--- src/rtl/bus_demux_3ch_if.sv ---
// Bus bundle for the 3-channel demux: one source port, three sink slots and the select-error flag.
// sel_err_cnt exists only when BUS_DEMUX_ERRCNT_EN is defined.
interface bus_demux_3ch_if #(
    parameter int unsigned WORD_SIZE = 8
);
    logic [WORD_SIZE-1:0] in_data;
    logic [1:0]           in_sel;
    logic                 in_valid;
    logic                 in_ready;

    logic [WORD_SIZE-1:0] out_data_a;
    logic [WORD_SIZE-1:0] out_data_b;
    logic [WORD_SIZE-1:0] out_data_c;
    logic                 out_valid_a;
    logic                 out_valid_b;
    logic                 out_valid_c;
    logic                 out_ready_a;
    logic                 out_ready_b;
    logic                 out_ready_c;

    logic                 sel_err;
`ifdef BUS_DEMUX_ERRCNT_EN
    logic [7:0]           sel_err_cnt;
`endif

    // Producer and consumers side, driven by the environment.
    modport master (
        output in_data, in_sel, in_valid, out_ready_a, out_ready_b, out_ready_c,
        input  in_ready, out_data_a, out_data_b, out_data_c,
        input  out_valid_a, out_valid_b, out_valid_c, sel_err
`ifdef BUS_DEMUX_ERRCNT_EN
        , input sel_err_cnt
`endif
    );

    // Demux side.
    modport slave (
        input  in_data, in_sel, in_valid, out_ready_a, out_ready_b, out_ready_c,
        output in_ready, out_data_a, out_data_b, out_data_c,
        output out_valid_a, out_valid_b, out_valid_c, sel_err
`ifdef BUS_DEMUX_ERRCNT_EN
        , output sel_err_cnt
`endif
    );
endinterface

--- src/rtl/bus_demux_3ch.sv ---
// One-to-three bus demux with a one-entry slot per channel; in_sel=11 words are dropped and
// flagged on sel_err. Define BUS_DEMUX_ERRCNT_EN to add the saturating sel_err_cnt output.
module bus_demux_3ch #(
    parameter int unsigned WORD_SIZE = 8
) (
    input  logic           clk,
    input  logic           rst,
    bus_demux_3ch_if.slave bus_io
);

    localparam int unsigned NumCh = 3;

    typedef enum logic {
        StEmpty,
        StFull
    } slot_state_e;

    slot_state_e          slot_q [NumCh];
    slot_state_e          slot_d [NumCh];
    logic [WORD_SIZE-1:0] data_q [NumCh];
    logic [WORD_SIZE-1:0] data_d [NumCh];

    logic [NumCh-1:0] out_ready;
    logic [NumCh-1:0] load;
    logic             in_ready;
    logic             accept;
    logic             sel_err_q;
    logic             sel_err_d;

    assign out_ready = {bus_io.out_ready_c, bus_io.out_ready_b, bus_io.out_ready_a};

    // A full slot still accepts when its consumer drains it in the same cycle.
    always_comb begin
        in_ready = 1'b1;
        unique case (bus_io.in_sel)
            2'b00:   in_ready = (slot_q[0] == StEmpty) || out_ready[0];
            2'b01:   in_ready = (slot_q[1] == StEmpty) || out_ready[1];
            2'b10:   in_ready = (slot_q[2] == StEmpty) || out_ready[2];
            default: in_ready = 1'b1;
        endcase
    end

    assign accept = bus_io.in_valid && in_ready;

    always_comb begin
        load      = '0;
        sel_err_d = 1'b0;
        unique case (bus_io.in_sel)
            2'b00:   load[0] = accept;
            2'b01:   load[1] = accept;
            2'b10:   load[2] = accept;
            default: sel_err_d = accept;
        endcase
    end

    always_comb begin
        for (int i = 0; i < NumCh; i++) begin
            slot_d[i] = slot_q[i];
            data_d[i] = data_q[i];
            unique case (slot_q[i])
                StEmpty: if (load[i]) slot_d[i] = StFull;
                StFull:  if (out_ready[i] && !load[i]) slot_d[i] = StEmpty;
            endcase
            if (load[i]) data_d[i] = bus_io.in_data;
        end
    end

    always_ff @(posedge clk or negedge rst) begin
        if (!rst) begin
            for (int i = 0; i < NumCh; i++) begin
                slot_q[i] <= StEmpty;
                data_q[i] <= '0;
            end
            sel_err_q <= 1'b0;
        end else begin
            for (int i = 0; i < NumCh; i++) begin
                slot_q[i] <= slot_d[i];
                data_q[i] <= data_d[i];
            end
            sel_err_q <= sel_err_d;
        end
    end

`ifdef BUS_DEMUX_ERRCNT_EN
    logic [7:0] err_cnt_q;
    logic [7:0] err_cnt_d;

    always_comb begin
        err_cnt_d = err_cnt_q;
        if (sel_err_d && (err_cnt_q != 8'hFF)) err_cnt_d = err_cnt_q + 8'd1;
    end

    always_ff @(posedge clk or negedge rst) begin
        if (!rst) begin
            err_cnt_q <= 8'h00;
        end else begin
            err_cnt_q <= err_cnt_d;
        end
    end

    assign bus_io.sel_err_cnt = err_cnt_q;
`endif

    assign bus_io.in_ready    = in_ready;
    assign bus_io.out_data_a  = data_q[0];
    assign bus_io.out_data_b  = data_q[1];
    assign bus_io.out_data_c  = data_q[2];
    assign bus_io.out_valid_a = (slot_q[0] == StFull);
    assign bus_io.out_valid_b = (slot_q[1] == StFull);
    assign bus_io.out_valid_c = (slot_q[2] == StFull);
    assign bus_io.sel_err     = sel_err_q;

endmodule

--- src/flat_wrapper.sv ---
// flat-port wrapper written by rule: the top's interface ports become plain ports
module bus_demux_3ch_flat 
#(
    parameter int unsigned WORD_SIZE = 8
)
  (clk, rst, bus_io_in_data, bus_io_in_sel, bus_io_in_valid, bus_io_out_ready_a, bus_io_out_ready_b, bus_io_out_ready_c, bus_io_in_ready, bus_io_out_data_a, bus_io_out_data_b, bus_io_out_data_c, bus_io_out_valid_a, bus_io_out_valid_b, bus_io_out_valid_c, bus_io_sel_err);
  bus_demux_3ch_if #(.WORD_SIZE(WORD_SIZE)) bus_io_i ();
  input  logic clk;
  input  logic rst;
  input wire logic [$bits(bus_io_i.in_data)-1:0] bus_io_in_data;
  input wire logic [$bits(bus_io_i.in_sel)-1:0] bus_io_in_sel;
  input wire logic [$bits(bus_io_i.in_valid)-1:0] bus_io_in_valid;
  input wire logic [$bits(bus_io_i.out_ready_a)-1:0] bus_io_out_ready_a;
  input wire logic [$bits(bus_io_i.out_ready_b)-1:0] bus_io_out_ready_b;
  input wire logic [$bits(bus_io_i.out_ready_c)-1:0] bus_io_out_ready_c;
  output wire logic [$bits(bus_io_i.in_ready)-1:0] bus_io_in_ready;
  output wire logic [$bits(bus_io_i.out_data_a)-1:0] bus_io_out_data_a;
  output wire logic [$bits(bus_io_i.out_data_b)-1:0] bus_io_out_data_b;
  output wire logic [$bits(bus_io_i.out_data_c)-1:0] bus_io_out_data_c;
  output wire logic [$bits(bus_io_i.out_valid_a)-1:0] bus_io_out_valid_a;
  output wire logic [$bits(bus_io_i.out_valid_b)-1:0] bus_io_out_valid_b;
  output wire logic [$bits(bus_io_i.out_valid_c)-1:0] bus_io_out_valid_c;
  output wire logic [$bits(bus_io_i.sel_err)-1:0] bus_io_sel_err;
  assign bus_io_i.in_data = bus_io_in_data;
  assign bus_io_i.in_sel = bus_io_in_sel;
  assign bus_io_i.in_valid = bus_io_in_valid;
  assign bus_io_i.out_ready_a = bus_io_out_ready_a;
  assign bus_io_i.out_ready_b = bus_io_out_ready_b;
  assign bus_io_i.out_ready_c = bus_io_out_ready_c;
  assign bus_io_in_ready = bus_io_i.in_ready;
  assign bus_io_out_data_a = bus_io_i.out_data_a;
  assign bus_io_out_data_b = bus_io_i.out_data_b;
  assign bus_io_out_data_c = bus_io_i.out_data_c;
  assign bus_io_out_valid_a = bus_io_i.out_valid_a;
  assign bus_io_out_valid_b = bus_io_i.out_valid_b;
  assign bus_io_out_valid_c = bus_io_i.out_valid_c;
  assign bus_io_sel_err = bus_io_i.sel_err;
  bus_demux_3ch #(.WORD_SIZE(WORD_SIZE)) u_core (.clk(clk), .rst(rst), .bus_io(bus_io_i));
endmodule
--- config.mk ---
export PLATFORM = sky130hd
export DESIGN_NAME = bus_demux_3ch_flat
export DESIGN_NICKNAME = d
export VERILOG_FILES = /design/src/rtl/bus_demux_3ch_if.sv /design/src/rtl/bus_demux_3ch.sv /design/src/flat_wrapper.sv
export SDC_FILE = /design/constraint.sdc
export NUM_CORES = 1
export LEC_CHECK = 0
export CAP_MARGIN = 5
export CORE_MARGIN = 2
export CORE_UTILIZATION = 44
export CTS_BUF_LIST = sky130_fd_sc_hd__clkbuf_4
export CTS_CLUSTER_DIAMETER = 120
export DETAILED_ROUTE_END_ITERATION = 16
export GPL_TIMING_DRIVEN = 1
export HOLD_SLACK_MARGIN = 0.06
export PLACE_DENSITY = 0.84
export SLEW_MARGIN = 20
export SYNTH_ARGS = -nofsm -noshare
export SYNTH_HDL_FRONTEND = slang
export SYNTH_SLANG_ARGS = --single-unit
--- constraint.sdc ---
create_clock -name clk -period 1.5 [get_ports clk]
set_input_delay 0.3 -clock clk [delete_from_list [all_inputs] [get_ports clk]]
set_output_delay 0.3 -clock clk [all_outputs]
set_load 0.005 [all_outputs]
==> impl_metrics.yaml <==
outcome:
  outcome: "finished clean"
global_routing:
  antenna_found_initial: 0
  grt_overflow: 0
  grt_usage_pct: 18.6
  grt_pass1_wl_um: 3820
  first_global_vias: 869
  grt_max_degree: 29
clocking:
  root_buffer: "clkbuf_4"
  hold_buffers: 0
  htreeDepth: 1
  cts_sinks: 28
  cts_tree: "done"
  clk_pin_slew_worst_paths_ns: 0.14
  numCtsBuffers: 3
  clkLatencyLatePin_ns: 0.34
  clockBufferDepth: 2
finish:
  final_util_pct: 72.1
  layout_common_cells: "dlygate4sd2_1 (28), dfrtp_1 (28), mux2_2 (16), buf_4 (16), clkdlybuf4s50_1 (12)"
  stdcell_area_um2: 1770
  area_delta_synth_final_pct: 56.2
  layout.cells.non_filler: 164
  fin_nets: 151
  drive_above_1_share_pct: 41.8
  diodes: 0
timing:
  fin_crit_sh_pct: 95.9
  period_needed_ns: 1.44
  fin_hold_ws_ns: 0.262
  fmax_ghz: 0.695
  setup_tns_ns: 0
  rsz0062_at_grt: "true"
  final.setup_skew_ns: 0.0146
  tightest_slew_ns: 0.353
  report.final.slew_viol_count: 0
  setup_violations: 0
  maxSlewHeadroom_pct: 76.5
  finalHoldViolCount: 0
detailed_routing:
  drt-total-wl_um: 2420
  dr.pass1.iters: 4
  drtIter0Drc: 5
  drc: 0
  ant_nets: 0
  wire_per_inst_um: 14.8
  avgViaCountPerCell: 4.90
  routed-via-count: 803
logic_synthesis:
  ys_seq_area_share_pct: 61.9
  syn_avg_cell_area_um2: 16.2
  synth-simple-area-share_pct: 9.28
  ys_seq_elements: 28
  synth_compound_area_share_pct: 1.33
  synthCells: 70
  synth_nets: 86
  synth_area_um2: 1130
  yosys_warnings: 0
  synth-xor-area-share_pct: 0
  yosys-mux-area-fraction_pct: 26.5
  synth_top_family_by_area: "multiplexers"
  synthAdderAreaFrac_pct: 0
  ys_types: 16
placed_design:
  place_congestion: 0.697
  hpwl_um: 1760
  placed_cells: 152
  post_dp_cell_area_um2: 1670
  io_buffers: 44
setup_path:
  setup.worst_path.class: "in -> out"
  critPathMaxFanout: 3
  cp_cell_sequence: "clkdlybuf4s50_1, nand2b_4, o21ai_1, o21ai_1, buf_2"
  endpoint_kind: "primary output"
  cp.arrival_ns: 1.14
  cp_common_cell: "o21ai_1"
  ff2ff_path_depth: 5
  slowest_stage: "clkdlybuf4s50_1"
  worst_path_largest_cell_delay_ns: 0.40
  cp.required_ns: 1.20
  crit_path_start_kind: "input port"
pwr:
  leakage_nw: 0.887
  vdd_drop_max_v: 0.000887
  p_per_area_nw_per_um2: 1140
floorplan:
  io_pins: 45
  start_util_pct: 46.1
  die_w_um: 54.7
  coreArea_um2: 2450
  rows: 18
  die_area_um2: 3000
  die_y_um: 54.7
job:
  drv_cap: 0
worst_hold_path:
  worst_hold_path.num_cells: 3
  min_path_type: "in -> reg"
stage by stage:
stage / power, mW / setup slack [ns]
final: 2.02 / 0.0616
after global routing: 2.13 / -0.0516
after global placement: 1.57 / -0.470
after floorplan: 1.18 / 0.151
after CTS: 2.04 / 0.00541
after detailed placement: 1.59 / -0.476
synthesized netlist by cell type:
master | n | area, µm²
mux2_4 | 8 | 120
nor2b_1 | 1 | 6.26
mux2_2 | 16 | 180
dfrtp_1 | 28 | 701
or2_2 | 1 | 6.26
nand3b_2 | 1 | 11.3
and3_2 | 1 | 7.51
nor2b_2 | 1 | 8.76
o21ai_0 | 3 | 15.0
nor3_4 | 1 | 16.3
buf_6 | 1 | 11.3
and3_4 | 1 | 11.3
nand3b_1 | 1 | 7.51
nand2b_1 | 2 | 12.5
nand2_1 | 3 | 11.3
nand2_2 | 1 | 6.26
worst paths after layout:
kind                                             start                           to  slack, ns
max in group asynchronous                          rst  u_core.bus_io.out_data_a[3]       0.92
min in group asynchronous                          rst  u_core.bus_io.out_data_a[0]       0.30
setup reg to reg             u_core.bus_io.out_valid_b  u_core.bus_io.out_data_b[4]       0.08
hold reg to reg            u_core.bus_io.out_data_b[7]  u_core.bus_io.out_data_b[7]       0.52
hold / removal                      bus_io_out_ready_a    u_core.bus_io.out_valid_a       0.26
setup / recovery                    bus_io_out_ready_c              bus_io_in_ready       0.06
routing by layer:
metal | vias up | share of wire (%) | GRT usage, %
met5 | - | 0 | 0
met4 | 0 | 2.7 | 12.1
met3 | 8 | 6.4 | 4.64
met2 | 26 | 51 | 29.4
met1 | 397 | 40 | 22.5
li1 | 372 | - | -
power breakdown:
| group | switching, mW | internal (mW) | total (mW) |
|---|---|---|---|
| logic | 0.175 | 0.377 | 0.553 |
| clock network | 0.229 | 0.270 | 0.500 |
| registers | 0.0716 | 0.897 | 0.968 |
area by class of cell:
cell class	instances	area (µm²)
Sequential cell	28	701
Fill cell	181	686
Timing Repair Buffer	61	539
Multi-Input combinational cell	41	439
Tap cell	30	37.5
Clock inverter	1	30.0
Clock buffer	3	22.5
worst max-delay path: cells and delay by family:
kind	cells	cell delay [ns]
AOI/OAI and AO/OA	2	0.18
buffers and inverters	2	0.52
and+or+nand+nor	1	0.15
registers in the layout, summed over array words and instances (netlist names):
name                       count
u_core.bus_io.sel_err          1
u_core.bus_io.out_data_a       8
u_core.bus_io.out_valid_c      1
u_core.bus_io.out_data_c       8
u_core.bus_io.out_valid_a      1
u_core.bus_io.out_data_b       8
u_core.bus_io.out_valid_b      1
timing repair:
item	CTS	global route
pin swaps	0	2
resized for setup	36	6
setup buffers	7	1
cloned	0	0
setup endpoints to repair	29	10
cells by family (layout without fill, tap and decap cells):
kind of cell	count (synthesis)	count (layout)
buffers and inverters	1	65
DFF	28	28
muxes	24	24
and+or+nand+nor	14	14
AOI/OAI and AO/OA	3	3
Power figures use the tool's default switching activity.
